**src/rtl/instruction_fetch_stage_if.sv**
```systemverilog
// ---------------------------------------------------------------------------
// instruction_fetch_stage_if
//
// Bundles the handshake and bus signals of the fetch stage: the instruction
// memory request/response channel, the pipeline redirect, and the decode
// valid/ready channel.
//
// Modports:
//   master - the fetch stage itself (drives requests and the decode channel)
//   slave  - the environment (memory, redirect source and decode)
//
// Signals:
//   imem_req_valid  fetch -> mem   read request valid
//   imem_req_ready  mem -> fetch   memory accepts request this cycle
//   imem_req_addr   fetch -> mem   word-aligned read address
//   imem_rsp_valid  mem -> fetch   read data valid (in order, never stalled)
//   imem_rsp_data   mem -> fetch   read data
//   redirect_valid  env -> fetch   flush and restart fetch
//   redirect_pc     env -> fetch   new PC, bits [1:0] ignored
//   if_valid        fetch -> dec   if_instruction/if_pc valid
//   if_ready        dec -> fetch   decode accepts the word
//   if_instruction  fetch -> dec   instruction word
//   if_pc           fetch -> dec   PC of if_instruction
// ---------------------------------------------------------------------------
interface instruction_fetch_stage_if;
  logic        imem_req_valid;
  logic        imem_req_ready;
  logic [31:0] imem_req_addr;
  logic        imem_rsp_valid;
  logic [31:0] imem_rsp_data;
  logic        redirect_valid;
  logic [31:0] redirect_pc;
  logic        if_valid;
  logic        if_ready;
  logic [31:0] if_instruction;
  logic [31:0] if_pc;

  modport master (
    output imem_req_valid,
    output imem_req_addr,
    output if_valid,
    output if_instruction,
    output if_pc,
    input  imem_req_ready,
    input  imem_rsp_valid,
    input  imem_rsp_data,
    input  redirect_valid,
    input  redirect_pc,
    input  if_ready
  );

  modport slave (
    input  imem_req_valid,
    input  imem_req_addr,
    input  if_valid,
    input  if_instruction,
    input  if_pc,
    output imem_req_ready,
    output imem_rsp_valid,
    output imem_rsp_data,
    output redirect_valid,
    output redirect_pc,
    output if_ready
  );
endinterface

```
**src/rtl/instruction_fetch_stage.sv**
```systemverilog
// ---------------------------------------------------------------------------
// instruction_fetch_stage
//
// Front-end fetch stage. Owns the program counter, issues word-aligned reads
// to instruction memory, buffers returned words together with their PC in a
// small FIFO and hands them to decode over a valid/ready handshake. A
// redirect flushes the FIFO and discards every response still in flight.
//
// Parameters:
//   RESET_PC    PC of the first fetch after reset (bits [1:0] must be 0)
//   FIFO_DEPTH  fetch buffer entries, power of two, at least 2
//
// Ports:
//   clk               single clock, rising edge
//   rst_n             synchronous active-low reset
//   bus               instruction_fetch_stage_if.master (memory, redirect,
//                     decode channels)
//   perf_fetch_count  number of decode handshakes, wraps at 2^32
//                     (present only when INSTR_FETCH_PERF_EN is defined)
//
// Optional feature macro: INSTR_FETCH_PERF_EN
// ---------------------------------------------------------------------------
module instruction_fetch_stage #(
  parameter logic [31:0] RESET_PC   = 32'h0000_0000,
  parameter int unsigned FIFO_DEPTH = 2
) (
  input  logic                       clk,
  input  logic                       rst_n,
`ifdef INSTR_FETCH_PERF_EN
  output logic [31:0]                perf_fetch_count,
`endif
  instruction_fetch_stage_if.master  bus
);

  localparam int unsigned CntW = $clog2(FIFO_DEPTH + 1);
  localparam int unsigned PtrW = $clog2(FIFO_DEPTH);

  typedef enum logic [0:0] {
    StRun,
    StDrain
  } state_e;

  state_e          state_q, state_d;
  logic [31:0]     req_pc_q, req_pc_d;
  logic [31:0]     rsp_pc_q, rsp_pc_d;
  logic [CntW-1:0] out_q, out_d;
  logic [CntW-1:0] drop_q, drop_d;
  logic [CntW-1:0] occ_q, occ_d;
  logic [PtrW-1:0] wr_ptr_q, wr_ptr_d;
  logic [PtrW-1:0] rd_ptr_q, rd_ptr_d;

  logic [31:0]     fifo_pc_q    [FIFO_DEPTH];
  logic [31:0]     fifo_instr_q [FIFO_DEPTH];

  logic            redirect;
  logic            rsp;
  logic            credit_ok;
  logic            req_valid;
  logic            req_fire;
  logic            push;
  logic            pop;
  logic [CntW:0]   in_flight;
  logic [31:0]     redirect_base;
  logic            unused_redirect_lsb;

  assign redirect            = bus.redirect_valid;
  assign rsp                 = bus.imem_rsp_valid;
  assign redirect_base       = {bus.redirect_pc[31:2], 2'b00};
  assign unused_redirect_lsb = ^bus.redirect_pc[1:0];

  // Credit uses registered occupancy only, so if_ready never reaches the
  // request path combinationally; every accepted request owns a FIFO slot.
  assign in_flight = {1'b0, occ_q} + {1'b0, out_q};
  assign credit_ok = in_flight < (CntW + 1)'(FIFO_DEPTH);

  // rst_n gating keeps the request low while reset is held.
  assign req_valid = rst_n && (state_q == StRun) && !redirect && credit_ok;
  assign req_fire  = req_valid && bus.imem_req_ready;

  // Responses are only kept in RUN without a redirect; anything else is stale.
  assign push = rsp && (state_q == StRun) && !redirect;
  assign pop  = (occ_q != '0) && bus.if_ready;

  // -------------------------------------------------------------------------
  // Next-state logic
  // -------------------------------------------------------------------------
  always_comb begin
    state_d  = state_q;
    req_pc_d = req_pc_q;
    rsp_pc_d = rsp_pc_q;
    drop_d   = drop_q;
    out_d    = out_q + CntW'(req_fire) - CntW'(rsp);
    occ_d    = occ_q + CntW'(push) - CntW'(pop);
    wr_ptr_d = push ? wr_ptr_q + PtrW'(1) : wr_ptr_q;
    rd_ptr_d = pop  ? rd_ptr_q + PtrW'(1) : rd_ptr_q;

    unique case (state_q)
      StRun: begin
        if (req_fire) req_pc_d = req_pc_q + 32'd4;
        if (push)     rsp_pc_d = rsp_pc_q + 32'd4;
      end
      StDrain: begin
        if (rsp) begin
          drop_d = drop_q - CntW'(1);
          if (drop_q == CntW'(1)) state_d = StRun;
        end
      end
      default: state_d = StRun;
    endcase

    // Redirect overrides everything. A response arriving in this cycle is
    // already accounted for (and discarded), so it is excluded from drop.
    if (redirect) begin
      req_pc_d = redirect_base;
      rsp_pc_d = redirect_base;
      drop_d   = out_q - CntW'(rsp);
      state_d  = (drop_d != '0) ? StDrain : StRun;
      occ_d    = '0;
      wr_ptr_d = '0;
      rd_ptr_d = '0;
    end
  end

  // -------------------------------------------------------------------------
  // State registers
  // -------------------------------------------------------------------------
  always_ff @(posedge clk) begin
    if (!rst_n) begin
      state_q  <= StRun;
      req_pc_q <= RESET_PC;
      rsp_pc_q <= RESET_PC;
      out_q    <= '0;
      drop_q   <= '0;
      occ_q    <= '0;
      wr_ptr_q <= '0;
      rd_ptr_q <= '0;
    end else begin
      state_q  <= state_d;
      req_pc_q <= req_pc_d;
      rsp_pc_q <= rsp_pc_d;
      out_q    <= out_d;
      drop_q   <= drop_d;
      occ_q    <= occ_d;
      wr_ptr_q <= wr_ptr_d;
      rd_ptr_q <= rd_ptr_d;
    end
  end

  // FIFO storage needs no reset: outputs are masked while it is empty.
  always_ff @(posedge clk) begin
    if (rst_n && push) begin
      fifo_pc_q[wr_ptr_q]    <= rsp_pc_q;
      fifo_instr_q[wr_ptr_q] <= bus.imem_rsp_data;
    end
  end

  // The credit rule must make this unreachable.
  always_ff @(posedge clk) begin
    if (rst_n && push) begin
      assert (occ_q < CntW'(FIFO_DEPTH));
    end
  end

  // -------------------------------------------------------------------------
  // Outputs
  // -------------------------------------------------------------------------
  always_comb begin
    bus.imem_req_valid = req_valid;
    bus.imem_req_addr  = req_pc_q;
    bus.if_valid       = (occ_q != '0);
    bus.if_pc          = '0;
    bus.if_instruction = '0;
    if (occ_q != '0) begin
      bus.if_pc          = fifo_pc_q[rd_ptr_q];
      bus.if_instruction = fifo_instr_q[rd_ptr_q];
    end
  end

`ifdef INSTR_FETCH_PERF_EN
  logic [31:0] perf_cnt_q, perf_cnt_d;

  // Counts every decode handshake, including one in a redirect cycle.
  assign perf_cnt_d = pop ? perf_cnt_q + 32'd1 : perf_cnt_q;

  always_ff @(posedge clk) begin
    if (!rst_n) begin
      perf_cnt_q <= '0;
    end else begin
      perf_cnt_q <= perf_cnt_d;
    end
  end

  assign perf_fetch_count = perf_cnt_q;
`endif

endmodule

```
**src/flat_wrapper.sv**
```systemverilog
// flat-port wrapper written by rule: the top's interface ports become plain ports
module instruction_fetch_stage_flat 
#(
  parameter logic [31:0] RESET_PC   = 32'h0000_0000,
  parameter int unsigned FIFO_DEPTH = 2
)
  (clk, rst_n, bus_imem_req_valid, bus_imem_req_addr, bus_if_valid, bus_if_instruction, bus_if_pc, bus_imem_req_ready, bus_imem_rsp_valid, bus_imem_rsp_data, bus_redirect_valid, bus_redirect_pc, bus_if_ready);
  instruction_fetch_stage_if bus_i ();
  input  logic clk;
  input  logic rst_n;
  output wire logic [$bits(bus_i.imem_req_valid)-1:0] bus_imem_req_valid;
  output wire logic [$bits(bus_i.imem_req_addr)-1:0] bus_imem_req_addr;
  output wire logic [$bits(bus_i.if_valid)-1:0] bus_if_valid;
  output wire logic [$bits(bus_i.if_instruction)-1:0] bus_if_instruction;
  output wire logic [$bits(bus_i.if_pc)-1:0] bus_if_pc;
  input wire logic [$bits(bus_i.imem_req_ready)-1:0] bus_imem_req_ready;
  input wire logic [$bits(bus_i.imem_rsp_valid)-1:0] bus_imem_rsp_valid;
  input wire logic [$bits(bus_i.imem_rsp_data)-1:0] bus_imem_rsp_data;
  input wire logic [$bits(bus_i.redirect_valid)-1:0] bus_redirect_valid;
  input wire logic [$bits(bus_i.redirect_pc)-1:0] bus_redirect_pc;
  input wire logic [$bits(bus_i.if_ready)-1:0] bus_if_ready;
  assign bus_imem_req_valid = bus_i.imem_req_valid;
  assign bus_imem_req_addr = bus_i.imem_req_addr;
  assign bus_if_valid = bus_i.if_valid;
  assign bus_if_instruction = bus_i.if_instruction;
  assign bus_if_pc = bus_i.if_pc;
  assign bus_i.imem_req_ready = bus_imem_req_ready;
  assign bus_i.imem_rsp_valid = bus_imem_rsp_valid;
  assign bus_i.imem_rsp_data = bus_imem_rsp_data;
  assign bus_i.redirect_valid = bus_redirect_valid;
  assign bus_i.redirect_pc = bus_redirect_pc;
  assign bus_i.if_ready = bus_if_ready;
  instruction_fetch_stage #(.RESET_PC(RESET_PC), .FIFO_DEPTH(FIFO_DEPTH)) u_core (.clk(clk), .rst_n(rst_n), .bus(bus_i));
endmodule
```
**config.mk**
```make
export PLATFORM = sky130hd
export DESIGN_NAME = instruction_fetch_stage_flat
export DESIGN_NICKNAME = d
export VERILOG_FILES = /design/src/rtl/instruction_fetch_stage_if.sv /design/src/rtl/instruction_fetch_stage.sv /design/src/flat_wrapper.sv
export SDC_FILE = /design/constraint.sdc
export NUM_CORES = 1
export LEC_CHECK = 0
export CAP_MARGIN = 10
export CELL_PAD_IN_SITES_DETAIL_PLACEMENT = 1
export CELL_PAD_IN_SITES_GLOBAL_PLACEMENT = 2
export CORE_AREA = 2 2 159 161
export DETAILED_ROUTE_END_ITERATION = 10
export DIE_AREA = 0 0 161 163
export PLACE_DENSITY = 0.91
export SLEW_MARGIN = 25
export SYNTH_ARGS = -nofsm -noshare
export SYNTH_HDL_FRONTEND = slang
export SYNTH_SLANG_ARGS = --single-unit
```
**constraint.sdc**
```tcl
create_clock -name clk -period 5.4 [get_ports clk]
set_clock_uncertainty 0.15 [all_clocks]
set_input_delay 0.81 -clock clk [delete_from_list [all_inputs] [get_ports clk]]
set_output_delay 0.81 -clock clk [all_outputs]
set_load 0.01 [all_outputs]
```
==> results.toml, run 1 <==
[placement]
io_buffers = 161
pre_cts_slack_ns = 1.732
place.gp.congestion = 0.8258
hpwl_um = 15490
postPlaceCellArea_um2 = 10230

[logic_synthesis]
synth_area_per_cell_um2 = 11.85
syn_inst = 697
syn-cell-area_um2 = 8260
ys_types = 41
synth_seq_area_share_pct = 62.04
async_flop_share_pct = 0
synth_common_cells = "124 x edfxtp_1, 82 x nor2_1, 70 x dfxtp_1"
ys.flop_type = "edfxtp_1"
synth_area_leaders = "edfxtp_1 45%, dfxtp_1 17%, mux2i_1 7.5%"
ys_seq_elements = 194
yosysWarnings = 0
synth.most_common_cell = "edfxtp_1"
netlist.top_cell.by_area = "edfxtp_1"
yosys.area.top_type_share_pct = 45.08
synth_edf_count = 124

[critical_path]
reg2reg_setup_slack_ns = 2.31
path_max_fanout = 36
endpoint_kind = "primary output"
critPathTopFamily = "buffers and inverters"
cp_cell_sequence = "nor2_4 -> buf_4 -> nor2_1 -> clkdlybuf4s50_1"
max_stage_delay_ns = 0.71
worstPathRequired_ns = 4.44
cp.arrival_ns = 2.62
crit_path_start_kind = "flop"
crit_buf_inv = 2
critPathKind = "reg -> out"
cpMaxStageDelayCell = "nor2_4"

[floorplanning]
io_pins = 168
die_area_um2 = 26240
rows = 58
dieHeight_um = 163
core_um2 = 24670
die_x_um = 161
initial_core_util_pct = 33.48

[route]
wirelength_um = 21800
drt_iter0_markers = 311
via_per_inst = 4.956
antenna_left = 0
dr.max_layer_used = "met4"
detail_route.first_pass.iterations = 4
met1_length_um = 10250
drc_errors = 0
vias = 5913
wl_met2_um = 10160
routedWlPerCell_um = 18.27
met3WireLength_um = 1088

[finish]
diodes = 0
fin_area_um2 = 10820
area_delta_synth_final_pct = 30.94
nets = 928
drive_above_1_share_pct = 5.794

[timing]
setup_slack_ns = 1.822
finalMaxSlewViolations = 0
finalCritPeriodShare_pct = 66.25
maxClockFrequency_mhz = 279.5
hold_violations = 0
tightest_slew_ns = 0.9853
setup_violations = 0
period_minus_slack_ns = 3.578
slew_headroom_pct = 34.22
rsz0062_at_grt = "no"
tns_ns = 0

[clock_tree]
clock_tree.root_cell = "clkbuf_16"
postCtsSetupRepairBufs = 0
numCtsBuffers = 17
worst_skew_pair.late_latency_ns = 0.43
cts_tree = "yes"
cts_resized = 0
h-tree-depth = 4
ctsHoldBuffers = 0
clkTransAtPathRegs_ns = 0.07
cts_max_path_buffers = 2
clkSinkCount = 194

[power]
leakagePower_nw = 3.533
p_per_area_nw_per_um2 = 305.0
peakVddDrop_v = 0.0001973
p_total_mw = 3.299

[global_routing]
grt_pass1_vias = 6090
grt_max_degree = 63
grt_pass1_wl_um = 34150
grt_overflow = 0
grt_usage_pct = 16.80
antenna_found_initial = 0

[min_path]
holdCritPathClass = "reg -> reg"

[flow_run]
maxCapViolations = 0

[run_status]
outcome = "completed"
-- logic make-up after synthesis --
family	count (synthesis)	synth area share, %
xor gates and xnor gates	57	6.044
other	1	0.04540
DFF	194	62.04
muxes	62	7.513
buffers and inverters	51	2.681
adders and majority gates	8	1.303
AOI/OAI and AO/OA	103	6.619
and+or+nand+nor	221	13.75
-- final timing paths --
check	end	depth (start not counted)	startpoint
max	bus_if_pc[31]	4	u_core.occ_q[1]
min	u_core.fifo_pc_q[1][30]	0	u_core.rsp_pc_q[30]
max reg2reg	u_core.bus.imem_req_addr[29]	8	u_core.occ_q[0]
min reg2reg	u_core.fifo_pc_q[1][30]	0	u_core.rsp_pc_q[30]
-- registers in the layout, indices dropped and copies added (netlist names), named ones only --
| name | flops |
|---|---|
| u_core.drop_q | 2 |
| u_core.state_q | 1 |
| u_core.fifo_pc_q | 60 |
| u_core.fifo_instr_q | 64 |
| u_core.rsp_pc_q | 30 |
| u_core.bus.imem_req_addr | 30 |
| u_core.rd_ptr_q | 1 |
| u_core.out_q | 2 |
| u_core.occ_q | 2 |
| u_core.wr_ptr_q | 1 |
-- worst reg2reg max path, cell delays in order, from the launching register on --
cell	delay [ns]
dfxtp_1	0.38
inv_1	0.09
nor2_1	0.13
fa_1	0.49
or4b_4	0.64
nor4_4	0.58
nand4_1	0.20
xor2_1	0.20
a21oi_1	0.09
-- power by group --
group	total, mW	leakage (nW)	internal (mW)	switching (mW)
Clock	1.26	0.280	0.660	0.599
Sequential	1.70	1.72	1.64	0.0651
Combinational	0.339	1.54	0.172	0.167
Total	3.30	3.53	2.47	0.832
-- area by class of cell --
class	count	area [µm²]
clock buffer	17	425.4
clock inverter	15	158.9
fill	2630	13860
inverter	12	45.04
multi-input combinational	455	2942
sequential	194	5129
tap	330	412.9
timing repair buffer	170	1704
-- routing by layer --
metal  track usage [%]  up-vias
li1                  -     2831
met1             23.21     2893
met2             27.37      170
met3             3.030       19
met4             4.343        0
met5                 0        -
-- cells in the final DEF, fill, tap and decap left out, types with 24 or more instances in the layout --
cell type / netlist / final
clkdlybuf4s50_1: 0 / 161
edfxtp_1: 124 / 124
nor2_1: 82 / 80
dfxtp_1: 70 / 69
mux2i_1: 62 / 62
a21oi_1: 49 / 49
xor2_1: 39 / 39
o21ai_0: 39 / 39
nand2_1: 30 / 30
nand4_1: 29 / 29
nand3_1: 24 / 24
-- through the flow --
stage / utilization (%) / cells / hold WS (ns)
after floorplan: - / 700 / 0.2756
after global placement: 41.47 / 1161 / 0.3069
after detailed placement: 41.47 / 1161 / 0.3277
after CTS: 43.84 / 1193 / 0.3430
after global routing: 43.84 / 1193 / 0.3595
final: 43.84 / 1193 / 0.3370
(Power assumes the default switching activity.)
==> run 2: changes to the inputs <==
==> constraint.sdc (replaced) <==
create_clock -name clk -period 3.7 [get_ports clk]
set_clock_uncertainty 0.15 [all_clocks]
set_input_delay 0.555 -clock clk [delete_from_list [all_inputs] [get_ports clk]]
set_output_delay 0.555 -clock clk [all_outputs]
set_load 0.01 [all_outputs]
==> results.toml, run 2 (synthesis results as in run 1) <==
[run_status]
outcome = "completed"

[critical_path]
worstPathRequired_ns = 2.99
critPathTopFamily = "buffers and inverters"
crit_buf_inv = 2
cpMaxStageDelayCell = "clkdlybuf4s50_1"
max_stage_delay_ns = 0.61
crit_path_start_kind = "flop"
cp_cell_sequence = "inv_1 -> nor2_1 -> fa_1 -> nor4_1 -> clkdlybuf4s50_1"
endpoint_kind = "primary output"
path_max_fanout = 3
critPathKind = "reg -> out"
cp.arrival_ns = 2.49

[finish]
diodes = 0
top_regs = "u_core.fifo_instr_q (64), u_core.fifo_pc_q (60)"
largest_reg_flops = 64
top_register = "u_core.fifo_instr_q"
drive_above_1_share_pct = 6.659
fillers = 2606
fin_cells = 1201
layout_commonest_cell = "clkdlybuf4s50_1"
final_cell_mix = "161 x clkdlybuf4s50_1, 124 x edfxtp_1, 80 x nor2_1, 69 x dfxtp_1, 62 x mux2i_1"
area_delta_synth_final_pct = 32.44
nets = 936

[timing]
setup_slack_ns = 0.5094
finalCritPeriodShare_pct = 86.23
slew_headroom_pct = 54.16
hold_ws_ns = 0.3230
finalMaxSlewViolations = 0
tns_ns = 0
period_minus_slack_ns = 3.191
rsz0062_at_grt = "no"
maxClockFrequency_mhz = 313.4
hold_violations = 0
tightest_slew_ns = 0.6819
setup_violations = 0

[clock_tree]
clkTransAtPathRegs_ns = 0.07
h-tree-depth = 4
worst_skew_pair.late_latency_ns = 0.44
cts_max_path_buffers = 2
postCtsSetupRepairBufs = 0
clock_tree.root_cell = "clkbuf_16"
cts_tree = "yes"
numCtsBuffers = 17
cts_resized = 0
clkSinkCount = 194
ctsHoldBuffers = 0

[flow_run]
maxCapViolations = 0

[route]
drc_errors = 0
drt_iter0_markers = 301
antenna_left = 0
detail_route.first_pass.iterations = 4
routedWlPerCell_um = 18.65
wirelength_um = 22390
vias = 5944
via_per_inst = 4.949

[floorplanning]
dieHeight_um = 163
io_pins = 168
initial_core_util_pct = 33.48
die_area_um2 = 26240
die_x_um = 161
rows = 58
core_um2 = 24670

[power]
combPwrFrac_pct = 10.6
peakVddDrop_v = 0.0002410
intPower_mw = 3.655
share_seq_of_total_power_pct = 51.4
p_sw_mw = 1.168
netSwitchingFraction_pct = 24.21
p_total_mw = 4.823
leakagePower_nw = 3.588
clock_power_share_pct = 38.0
p_per_area_nw_per_um2 = 440.8

[global_routing]
use_met3_pct = 3.387
grt_usage_pct = 17.34
top_usage_layer = "met2"
grt_pass1_vias = 6217
antenna_found_initial = 0
use_met1_pct = 22.69
grt_overflow = 0
grt_max_degree = 45
grt_pass1_wl_um = 34730
grt_use_met2_pct = 29.59

[placement]
hpwl_um = 16330
io_buffers = 161
pre_cts_slack_ns = 0.5433
post-place-cells = 1169
place.gp.congestion = 0.7865

[min_path]
holdCritPathClass = "reg -> reg"
run 2: cell types whose count changed in the layout (fill, tap and decap cells not counted):
cell / before / now
clkinv_4: 0 / 3
inv_8: 6 / 1
buf_4: 7 / 10
clkinv_2: 0 / 1
clkinvlp_2: 0 / 1
bufinv_16: 1 / 2
inv_6: 4 / 3
clkinv_1: 1 / 0
clkbuf_1: 0 / 1
buf_12: 2 / 7
run 2: area by class of cell:
| cell class | count | area, µm² | area share [%] |
|---|---|---|---|
| inverter | 12 | 45.04 | 0.4117 |
| timing repair buffer | 178 | 1827 | 16.70 |
| clock inverter | 14 | 156.4 | 1.430 |
| multi-input combinational | 455 | 2942 | 26.89 |
| sequential | 194 | 5129 | 46.88 |
| clock buffer | 18 | 429.2 | 3.923 |
| tap | 330 | 412.9 | 3.774 |
run 2: per-layer routing:
layer	share of wire [%]	wire, µm
met1	46	10250
met2	48	10850
met3	4.9	1096
met4	0.88	197
met5	0	0
run 2: power by group through the flow:
stage               registers, mW  logic (mW)  clock network (mW)
floorplan                    2.50       0.244                   0
global placement             2.52       0.498                   0
detailed placement           2.53       0.512                   0
CTS                          2.48       0.518                1.88
global route                 2.49       0.557                1.96
finish                       2.48       0.510                1.83
run 2: worst paths after layout:
kind                                           from                      endpoint  slack (ns)  cells after the start
worst min-delay path            u_core.rsp_pc_q[30]       u_core.fifo_pc_q[1][30]        0.32                      0
worst max register to register      u_core.occ_q[0]  u_core.bus.imem_req_addr[29]        0.68                      8
worst min register to register  u_core.rsp_pc_q[30]       u_core.fifo_pc_q[1][30]        0.32                      0
worst max-delay path                u_core.occ_q[0]            bus_imem_req_valid        0.51                      5
run 2: stage by stage:
stage               area [µm²]  util, %
floorplan                 8274        -
global placement         10350    41.97
detailed placement       10350    41.97
CTS                      10940    44.34
global route             10940    44.34
finish                   10940    44.34
==> run 3: changes to the inputs <==
--- a/config.mk
+++ b/config.mk
@@ -12,6 +12,7 @@
 export DETAILED_ROUTE_END_ITERATION = 10
 export DIE_AREA = 0 0 161 163
 export PLACE_DENSITY = 0.91
+export RECOVER_POWER = 25
 export SLEW_MARGIN = 25
 export SYNTH_ARGS = -nofsm -noshare
 export SYNTH_HDL_FRONTEND = slang
==> results.toml, run 3 (synthesis results as in run 1) <==
[route]
drt_iter0_markers = 295
routedWlPerCell_um = 18.68
detail_route.first_pass.iterations = 5
antenna_left = 0
via_per_inst = 4.978
drc_errors = 0
vias = 5979
wirelength_um = 22430

[critical_path]
cpMaxStageDelayCell = "clkdlybuf4s50_1"
critPathKind = "reg -> out"
cp.arrival_ns = 2.49
crit_path_start_kind = "flop"
cp_cell_sequence = "inv_1 -> nor2_1 -> fa_1 -> nor4_1 -> clkdlybuf4s50_1"
worstPathRequired_ns = 2.99
reg2reg_setup_slack_ns = 0.68
endpoint_kind = "primary output"
critPathTopFamily = "buffers and inverters"
reg2reg_from = "u_core.occ_q[0]"
crit_buf_inv = 2
max_stage_delay_ns = 0.61
critPathLaunch = "u_core.occ_q[0]"
path_max_fanout = 3

[clock_tree]
numCtsBuffers = 17
clkSinkCount = 194
clock_tree.root_cell = "clkbuf_16"
h-tree-depth = 4
worst_skew_pair.late_latency_ns = 0.43
postCtsSetupRepairBufs = 0
cts_resized = 0
cts_max_path_buffers = 2
ctsHoldBuffers = 0
cts_tree = "yes"
clkTransAtPathRegs_ns = 0.07

[floorplanning]
io_pins = 168
initial_core_util_pct = 33.48
rows = 58
die_x_um = 161
core_um2 = 24670
die_area_um2 = 26240
dieHeight_um = 163

[finish]
fin_area_um2 = 10940
multi_input_area_um2 = 2942
drive_above_1_share_pct = 6.659
fillers = 2606
largest_reg_flops = 64
layout_commonest_cell = "clkdlybuf4s50_1"
area_delta_synth_final_pct = 32.44
nets = 936
top_register = "u_core.fifo_instr_q"
final_cell_mix = "139 x clkdlybuf4s50_1, 124 x edfxtp_1, 80 x nor2_1, 69 x dfxtp_1, 62 x mux2i_1"
diodes = 0
fin_cells = 1201
ff_latch_area_um2 = 5129
top_regs = "u_core.fifo_instr_q (64), u_core.fifo_pc_q (60)"

[min_path]
holdCritPathClass = "reg -> reg"
hp-start = "u_core.rsp_pc_q[30]"

[timing]
rsz0062_at_grt = "no"
finalMaxSlewViolations = 0
tightest_slew_ns = 0.6822
hold_ws_ns = 0.3229
setup_violations = 0
hold_violations = 0
maxClockFrequency_mhz = 312.6
tns_ns = 0
period_minus_slack_ns = 3.199
slew_headroom_pct = 54.14
finalCritPeriodShare_pct = 86.46

[placement]
place.gp.congestion = 0.7865
postPlaceCellArea_um2 = 10350
hpwl_um = 16330
io_buffers = 161
post-place-cells = 1169

[global_routing]
grt_usage_pct = 17.34
grt_max_degree = 45
grt_pass1_wl_um = 34730
antenna_found_initial = 0
grt_overflow = 0
grt_pass1_vias = 6217

[power]
leakagePower_nw = 3.594
peakVddDrop_v = 0.0002414
p_per_area_nw_per_um2 = 441.0

[flow_run]
maxCapViolations = 0

[run_status]
outcome = "completed"
-- run 3: layer usage --
| metal | track usage [%] | wire [µm] | part of all wire, % |
|---|---|---|---|
| met5 | 0 | 0 | 0 |
| met4 | 4.464 | 293 | 1.3 |
| met3 | 3.387 | 1051 | 4.7 |
| met2 | 29.59 | 10730 | 48 |
| met1 | 22.69 | 10360 | 46 |
-- run 3: worst reg2reg max path: cells and delay by family (launching register included) --
| family | cells | cell delay, ns |
|---|---|---|
| xor+xnor | 1 | 0.18 |
| compound gates | 1 | 0.08 |
| simple gates | 4 | 1.54 |
| buf+inv | 1 | 0.08 |
| fa+ha+maj | 1 | 0.49 |
| flops | 1 | 0.38 |
-- run 3: path summary, 6_finish.rpt --
kind / end / cells past startpoint
hold / removal: u_core.fifo_pc_q[1][30] / 0
setup reg to reg: u_core.bus.imem_req_addr[29] / 8
setup / recovery: bus_imem_req_valid / 5
hold reg to reg: u_core.fifo_pc_q[1][30] / 0
-- run 3: cell type report --
cell class / instances / share of cell area [%]
tap: 330 / 3.774
inverter: 12 / 0.4117
sequential: 194 / 46.88
clock buffer: 18 / 3.923
multi-input combinational: 455 / 26.89
clock inverter: 14 / 1.430
timing repair buffer: 178 / 16.70
-- run 3: per-stage QoR --
step / power (mW) / util (%) / setup WS (ns)
after detailed placement: 3.040 / 41.97 / 0.5433
after CTS: 4.878 / 44.34 / 0.4448
after floorplan: 2.749 / - / 0.4870
after global placement: 3.018 / 41.97 / 0.6056
final: 4.825 / 44.34 / 0.5009
after global routing: 5.005 / 44.34 / 0.3946
-- run 3: power breakdown --
group	switching, mW	internal [mW]
Sequential	0.0932	2.39
Combinational	0.249	0.256
Clock	0.832	1.01
Total	1.17	3.65
